[src/rtl/sfp_pkg.sv]
// Shared definitions for the SFP divider issuer: operand width, FSM state encoding
// and the saturation word written on divide-by-zero.
package sfp_pkg;

  localparam int SFP_BW = 20;
  localparam logic [SFP_BW-1:0] SFP_SAT = {SFP_BW{1'b1}};

  typedef enum logic [2:0] {
    ST_IDLE  = 3'd0,
    ST_RD    = 3'd1,
    ST_LAT   = 3'd2,
    ST_ISSUE = 3'd3,
    ST_WAIT  = 3'd4,
    ST_WR    = 3'd5,
    ST_DONE  = 3'd6
  } sfp_state_e;

endpackage

[src/rtl/sfp_div_tmo_ctr.sv]
// Divider-response timeout counter: synchronous clear, count enable, saturates at TMO-1
// and flags the hit so the issuer can give up on a silent divider.
module sfp_div_tmo_ctr #(
  parameter int TMO = 64
) (
  input  logic clk,
  input  logic rst,
  input  logic clr,
  input  logic en,
  output logic hit
);

  localparam int TW = (TMO > 1) ? $clog2(TMO) : 1;
  localparam logic [TW-1:0] LAST = TW'(TMO - 1);

  logic [TW-1:0] cnt_r;

  // Wait-cycle counter, held at LAST once reached.
  always_ff @(posedge clk) begin
    if (!rst) begin
      cnt_r <= '0;
    end else if (clr) begin
      cnt_r <= '0;
    end else if (en && (cnt_r != LAST)) begin
      cnt_r <= cnt_r + TW'(1);
    end else begin
      cnt_r <= cnt_r;
    end
  end

  assign hit = (cnt_r == LAST);

endmodule

[src/rtl/sfp_div_issuer.sv]
// Initiator for the SFP divider handshake: reads N dividends, divides each by a shared
// sum and writes the quotient back in place, with divide-by-zero and timeout handling.
import sfp_pkg::*;

module sfp_div_issuer #(
  parameter int BW  = SFP_BW,
  parameter int N   = 8,
  parameter int AW  = 3,
  parameter int TMO = 64
) (
  input  logic          clk,
  input  logic          rst,
  input  logic          go,
  input  logic [BW-1:0] sum_in,
  output logic          rd_en,
  output logic [AW-1:0] rd_addr,
  input  logic [BW-1:0] rd_data,
  output logic          div_strt,
  input  logic          div_busy,
  input  logic          div_valid,
  output logic [BW-1:0] div_dividend,
  output logic [BW-1:0] div_divisor,
  input  logic [BW-1:0] div_quot,
  output logic          wr_en,
  output logic [AW-1:0] wr_addr,
  output logic [BW-1:0] wr_data,
  output logic          busy,
  output logic          done,
  output logic          err_div0,
  output logic          err_tmo
);

  localparam logic [AW-1:0] LAST_IDX = AW'(N - 1);
  localparam logic [BW-1:0] SAT_W    = BW'(SFP_SAT);

  sfp_state_e    state_r;
  logic [AW-1:0] idx_r;
  logic [BW-1:0] sum_r;
  logic          tmo_clr_s;
  logic          tmo_en_s;
  logic          tmo_hit_s;

  // The timer only runs while waiting on the divider, so it is zero on the first WAIT cycle.
  assign tmo_clr_s = (state_r != ST_WAIT);
  assign tmo_en_s  = (state_r == ST_WAIT);

  sfp_div_tmo_ctr #(.TMO(TMO)) u_tmo (
    .clk (clk),
    .rst (rst),
    .clr (tmo_clr_s),
    .en  (tmo_en_s),
    .hit (tmo_hit_s)
  );

  // Batch sequencer; strobes are set on entry to the state that owns them.
  always_ff @(posedge clk) begin
    if (!rst) begin
      state_r      <= ST_IDLE;
      idx_r        <= '0;
      sum_r        <= '0;
      rd_en        <= 1'b0;
      rd_addr      <= '0;
      div_strt     <= 1'b0;
      div_dividend <= '0;
      div_divisor  <= '0;
      wr_en        <= 1'b0;
      wr_addr      <= '0;
      wr_data      <= '0;
      busy         <= 1'b0;
      done         <= 1'b0;
      err_div0     <= 1'b0;
      err_tmo      <= 1'b0;
    end else begin
      rd_en    <= 1'b0;
      div_strt <= 1'b0;
      wr_en    <= 1'b0;
      done     <= 1'b0;
      case (state_r)
        ST_IDLE: begin
          if (go) begin
            sum_r    <= sum_in;
            idx_r    <= '0;
            busy     <= 1'b1;
            err_div0 <= 1'b0;
            err_tmo  <= 1'b0;
            rd_en    <= 1'b1;
            rd_addr  <= '0;
            state_r  <= ST_RD;
          end
        end
        ST_RD: state_r <= ST_LAT;
        ST_LAT: begin
          // A zero divisor saturates every element without touching the divider.
          if (sum_r == '0) begin
            wr_en    <= 1'b1;
            wr_addr  <= idx_r;
            wr_data  <= SAT_W;
            err_div0 <= 1'b1;
            state_r  <= ST_WR;
          end else begin
            div_dividend <= rd_data;
            div_divisor  <= sum_r;
            state_r      <= ST_ISSUE;
          end
        end
        ST_ISSUE: begin
          if (!div_busy) begin
            div_strt <= 1'b1;
            state_r  <= ST_WAIT;
          end
        end
        ST_WAIT: begin
          if (div_valid) begin
            wr_en   <= 1'b1;
            wr_addr <= idx_r;
            wr_data <= div_quot;
            state_r <= ST_WR;
          end else if (tmo_hit_s) begin
            wr_en   <= 1'b1;
            wr_addr <= idx_r;
            wr_data <= '0;
            err_tmo <= 1'b1;
            state_r <= ST_WR;
          end
        end
        ST_WR: begin
          if (idx_r == LAST_IDX) begin
            done    <= 1'b1;
            busy    <= 1'b0;
            state_r <= ST_DONE;
          end else begin
            idx_r   <= idx_r + AW'(1);
            rd_en   <= 1'b1;
            rd_addr <= idx_r + AW'(1);
            state_r <= ST_RD;
          end
        end
        ST_DONE: state_r <= ST_IDLE;
        default: state_r <= ST_IDLE;
      endcase
    end
  end

endmodule

[config.mk]
export PLATFORM = sky130hd
export DESIGN_NAME = sfp_div_issuer
export DESIGN_NICKNAME = d
export VERILOG_FILES = /design/src/rtl/sfp_pkg.sv /design/src/rtl/sfp_div_tmo_ctr.sv /design/src/rtl/sfp_div_issuer.sv
export SDC_FILE = /design/constraint.sdc
export NUM_CORES = 1
export LEC_CHECK = 0
export ABC_AREA = 1
export CORE_MARGIN = 2
export CORE_UTILIZATION = 49
export CTS_BUF_LIST = sky130_fd_sc_hd__clkbuf_16
export CTS_CLUSTER_DIAMETER = 30
export DETAILED_ROUTE_END_ITERATION = 10
export PLACE_DENSITY = 0.89
export REMOVE_ABC_BUFFERS = 1
export SYNTH_ARGS = -nofsm -noshare
export SYNTH_HDL_FRONTEND = slang
export SYNTH_SLANG_ARGS = --single-unit
[constraint.sdc]
create_clock -name clk -period 4.55 [get_ports clk]
set_input_delay 0.455 -clock clk [delete_from_list [all_inputs] [get_ports clk]]
set_output_delay 0.455 -clock clk [all_outputs]
set_load 0.02 [all_outputs]
==> results_dict.tcl, run 1 <==
set metrics [dict create \
    ys_ff_latch 102 \
    crit_start "state_r[0]" \
    nNetsFinal 732 \
    wl_um 10200 \
    htree_levels 3 \
    via_per_inst 5.02 \
    diodes 0 \
    min_from "err_div0" \
    avgSynthCellArea_um2 7.44 \
    finalHoldViolCount 0 \
    outcome "finished clean" \
    hold_buffers 0 \
    relSlewSlack_pct 17.9 \
    layout_common_cells "nor2_1 (170), clkdlybuf4s50_1 (136), dfxtp_1 (102), nand2_1 (74), o21ai_0 (60)" \
    p_per_area_nw_per_um2 566 \
    ys_warn_count 0 \
    cts_buffers 9 \
    start_util_pct 50.0 \
    syn_inst 543 \
    io_pins 138 \
    synth_edf_count 0 \
    die_h_um 94.8 \
    finalClockSkew_ps 11.3 \
    numClockSinks 102 \
    seq_area_frac_synth_pct 50.5 \
    routed.top_layer "met4" \
    drv_slew 0 \
    grt_use_total_pct 22.2 \
    clk_path_buf_depth 2 \
    final_layout_size_suffix_gt1_share_pct 6.13 \
    drc 0 \
    vias 3889 \
    async_flop_share_pct 0 \
    cts_tree "done" \
    crit_chain "nor2_1, inv_2, nor2_4, nand2_1, inv_1, nor2_1, nor2_1" \
    r2r_cells 7 \
    core_um2 8090 \
    critical_path_depth 7 \
    die_width_um 94.8 \
    dieArea_um2 8990 \
    ys.flop_type "dfxtp_1" \
    cp_common_cell "nor2_1" \
    p_leak_nw 2.27 \
    synth_cell_types 30 \
    endpoint_kind "flip-flop" \
    setup-violations-final 0 \
    hpwl_um 6900 \
    place_congestion 0.776 \
    clock_latency_ps 340 \
    hp-class "reg -> reg" \
    drt_pass1_iterations 4 \
    grt_pass1_vias 3601 \
    timing.fmax_mhz 475 \
    worst_ep_arrival_time_ps 2370 \
    r2r-start "state_r[0]" \
    min_to "err_div0" \
    overflow 0 \
    portBuffers 137 \
    ir_drop_v 0.000294 \
    rsz0062_at_grt "false" \
    critPathKind "reg -> reg" \
    hold_ws_ps 466 \
    reg2reg_to "div_divisor[0]" \
    cpPeakStageDelay_ps 880 \
    crit_buf_inv 2 \
    cp-start-kind "flip-flop" \
    met1Wirelength_um 4220 \
    rows 33 \
    drv_cap 0 \
    wl_per_cell_um 13.2 \
    r2r_slack_ps 2450 \
    clkSlewWorstSetupHoldPaths_ps 70 \
    min_path_cells 2 \
    wl_met3_um 608 \
    final_common_cell "nor2_1" \
    cp_slowest_cell "inv_1" \
    grt_max_degree 87 \
    worst_pin_slew_ps 1230 \
    grt_pass1_wl_um 15900 \
    finalCritPeriodShare_pct 46.2 \
    cts-root-buf "clkbuf_16" \
    antenna_found_initial 0 \
    post-cts-setup-buffer-count 0 \
    cp_data_required_time_ps 4810 \
    final_antenna_net_count 0 \
    finalSetupTns_ps 0 \
    period_needed_ps 2100 \
    area_growth_pct 41.4 \
    critPathTopFamily "buffers and inverters" \
    post_cts_resized 0 \
    syn_area_um2 4040 \
    dr_wl_met2_um 5160 \
    drtIter0Drc 173 \
    critPathMaxFanout 40 \
]
==> report_power, final <==
part / internal (mW) / switching, mW
Clock: 0.488 / 0.342
Sequential: 1.11 / 0.120
Combinational: 0.492 / 0.688
Total: 2.09 / 1.15
==> flip-flops by register name, summed over array words and instances (netlist names) <==
name,flops
div_strt,1
done,1
wr_data,20
rd_en,1
wr_addr,3
wr_en,1
sum_r,20
state_r,3
err_tmo,1
div_dividend,20
div_divisor,20
err_div0,1
idx_r,3
u_tmo.cnt_r,6
busy,1
==> through the flow <==
stage	util, %	std cells	power (mW)	area (um2)	setup slack, ps
global route	70.6	774	3.43	5720	2280
detailed placement	66.6	758	2.42	5390	2170
global placement	66.6	758	2.38	5390	2270
finish	70.6	774	3.24	5720	2450
CTS	70.6	774	3.25	5720	2460
floorplan	-	514	1.91	3880	2360
==> logic make-up after synthesis <==
logic type / Yosys count / share of synthesized area, %
and+or+nand+nor: 271 / 27.5
AOI/OAI and AO/OA: 107 / 14.0
DFF: 102 / 50.5
buffers and inverters: 59 / 6.87
adders and majority gates: 3 / 0.929
xor gates and xnor gates: 1 / 0.217
==> worst max-delay path by stage <==
| stage | end | slack (ps) |
|---|---|---|
| 6_report | div_divisor[0] | 2450 |
| 5_1_grt | div_divisor[0] | 2280 |
| 4_1_cts | div_divisor[0] | 2460 |
| 3_5_place_dp | wr_data[19] | 2170 |
| 3_3_place_gp | wr_data[1] | 2270 |
| 2_1_floorplan | div_dividend[10] | 2360 |
==> layout make-up <==
class | count | area [um2]
multi-input cells | 382 | 1720
inverters | 30 | 113
clock buffers | 9 | 225
repair buffers | 139 | 1380
well taps | 105 | 131
fillers | 627 | 2380
flip-flops and latches | 102 | 2040
clock inverters | 7 | 101
==> per-layer routing <==
layer | GRT usage, % | vias to the layer above
met5 | 0 | -
met4 | 8.09 | 0
met3 | 3.91 | 16
met2 | 41.7 | 123
met1 | 24.9 | 1789
li1 | - | 1961
==> Yosys cell counts, types with 2 or more instances <==
cell type,instances,area [um2]
a21oi_1,36,180
a21oi_2,3,26.3
buf_2,8,40.0
buf_4,4,30.0
buf_6,4,45.0
clkbuf_1,11,41.3
dfxtp_1,102,2040
ha_1,3,37.5
inv_1,24,90.1
inv_2,6,22.5
nand2_1,74,278
nand3_1,11,55.1
nor2_1,170,638
nor2_2,5,31.3
nor2_4,2,22.5
nor3_1,3,15.0
o21ai_0,60,300
o21ai_1,5,25.0
==> tightest hold or removal path, cell delays in order (launching register included) <==
cell and delay, ps:
dfxtp_1 320, inv_1 50, a21oi_1 60
(Power assumes the default switching activity.)
==> run 2, diff against run 1 <==
- CORE_UTILIZATION: 49 -> 45
- PLACE_DENSITY: 0.89 -> 0.83
- clock period: 4.55 -> 2.1 ns (I/O delays scaled with it)
==> run 2 against run 1 <==
Register-to-register slack worse by 2100 ps; clock power rose by 110%; global-route usage is 1.1 points lower; critical endpoint is now wr_data[13]; largest power group unchanged.
==> results_dict.tcl, run 2 (same netlist as run 1, synthesis figures left out) <==
set metrics [dict create \
    n_fill_cell 743 \
    crit_buf_inv 2 \
    drv_cap 0 \
    dieArea_um2 9760 \
    drv_slew 0 \
    antenna_found_initial 0 \
    post_cts_resized 0 \
    nNetsFinal 737 \
    cts_buffers 9 \
    final_util_pct 66.0 \
    hold_ws_ps 370 \
    r2r_cells 10 \
    cp_common_cell "nand2_1" \
    htree_levels 3 \
    setup-violations-final 0 \
    period_needed_ps 1800 \
    wl_per_cell_um 13.2 \
    hp-class "in -> reg" \
    start_util_pct 46.4 \
    final_common_cell "nor2_1" \
    critPathMaxFanout 43 \
    final_antenna_net_count 0 \
    cp_data_required_time_ps 2320 \
    core_um2 8720 \
    die_h_um 98.8 \
    area_growth_pct 42.3 \
    cts-root-buf "clkbuf_16" \
    layout_common_cells "nor2_1 (170), clkdlybuf4s50_1 (136), dfxtp_1 (102), nand2_1 (74), o21ai_0 (60)" \
    drtIter0Drc 125 \
    finalHoldViolCount 0 \
    min_path_cells 3 \
    via_per_inst 4.95 \
    crit_chain "ha_1, nand2_1, inv_1, nand3_2, inv_1, o21ai_4, nand2_4, nand2_1, nand2_1, nor2_1" \
    final_layout_size_suffix_gt1_share_pct 6.68 \
    clkSlewWorstSetupHoldPaths_ps 70 \
    clk_path_buf_depth 2 \
    grt_pass1_wl_um 16800 \
    pre_cts_ws_ps 327 \
    drc 0 \
    drt_pass1_iterations 4 \
    post-cts-setup-buffer-count 0 \
    overflow 0 \
    hpwl_um 7240 \
    p_leak_nw 2.29 \
    dp_cells 766 \
    place_congestion 0.844 \
    p_per_area_nw_per_um2 1220 \
    min_to "done" \
    relSlewSlack_pct 70.0 \
    worst_ep_arrival_time_ps 2020 \
    grt_pass1_vias 3716 \
    grt_use_total_pct 21.1 \
    timing.fmax_mhz 557 \
    cpPeakStageDelay_ps 370 \
    clock_latency_ps 340 \
    hold_buffers 0 \
    wl_met3_um 523 \
    portBuffers 137 \
    finalClockSkew_ps 10.7 \
    worst_pin_slew_ps 450 \
    routed.top_layer "met4" \
    finalCritPeriodShare_pct 85.6 \
    rsz0062_at_grt "false" \
    reg2reg_to "wr_data[13]" \
    vias 3868 \
    cp-start-kind "flip-flop" \
    endpoint_kind "flip-flop" \
    r2r-start "u_tmo.cnt_r[0]" \
    die_width_um 98.8 \
    met1Wirelength_um 4440 \
    io_pins 138 \
    diodes 0 \
    dr_wl_met2_um 5180 \
    rows 34 \
    outcome "finished clean" \
    numClockSinks 102 \
    min_from "rst" \
    final_cells 782 \
    ir_drop_v 0.000624 \
    power_mw 7.02 \
    grt_max_degree 57 \
    cts_tree "done" \
    critPathKind "reg -> reg" \
    critPathTopFamily "simple AND/OR/NAND/NOR gates" \
    wl_um 10300 \
    cp_slowest_cell "dfxtp_1" \
    layout_setup_ws_ps 303 \
    r2r_slack_ps 300 \
]
## run 2: cell type report
type | count | area (um2) | share of cell area (%)
multi-input cells | 382 | 1720 | 29.9
clock buffers | 9 | 225 | 3.91
well taps | 108 | 135 | 2.35
repair buffers | 144 | 1420 | 24.7
inverters | 30 | 113 | 1.96
clock inverters | 7 | 96.3 | 1.67
flip-flops and latches | 102 | 2040 | 35.5
## run 2: power by group
| group | switching (mW) | internal (mW) |
|---|---|---|
| sequential | 0.267 | 2.40 |
| combinational | 1.49 | 1.08 |
| clock | 0.727 | 1.05 |
| total | 2.48 | 4.53 |
## run 2: metal layers
layer	vias up	GRT usage (%)
li1	1977	-
met1	1757	25.7
met2	116	36.7
met3	18	4.18
met4	0	7.69
met5	-	0
## run 2: metrics by stage
step	cell area, um2	setup TNS [ps]
CTS	5750	0
global placement	5430	0
finish	5750	0
detailed placement	5430	0
floorplan	3880	-3580
global route	5750	0
## run 2: worst max path at each step
stage              startpoint                to  slack, ps  cells past startpoint
2_1_floorplan       sum_r[13]  div_dividend[10]        -90                      8
3_3_place_gp        div_valid        state_r[2]        430                      8
3_5_place_dp   u_tmo.cnt_r[0]        wr_data[3]        330                     10
4_1_cts        u_tmo.cnt_r[0]       wr_data[13]        300                     10
5_1_grt        u_tmo.cnt_r[0]        wr_addr[1]         90                      9
6_report       u_tmo.cnt_r[0]       wr_data[13]        300                     10
## run 2: worst reg2reg max path: stages, from the launching register on
cell and delay, ps:
dfxtp_1 370, ha_1 190, nand2_1 80, inv_1 80
nand3_2 110, inv_1 160, o21ai_4 100, nand2_4 350
nand2_1 120, nand2_1 80, nor2_1 40
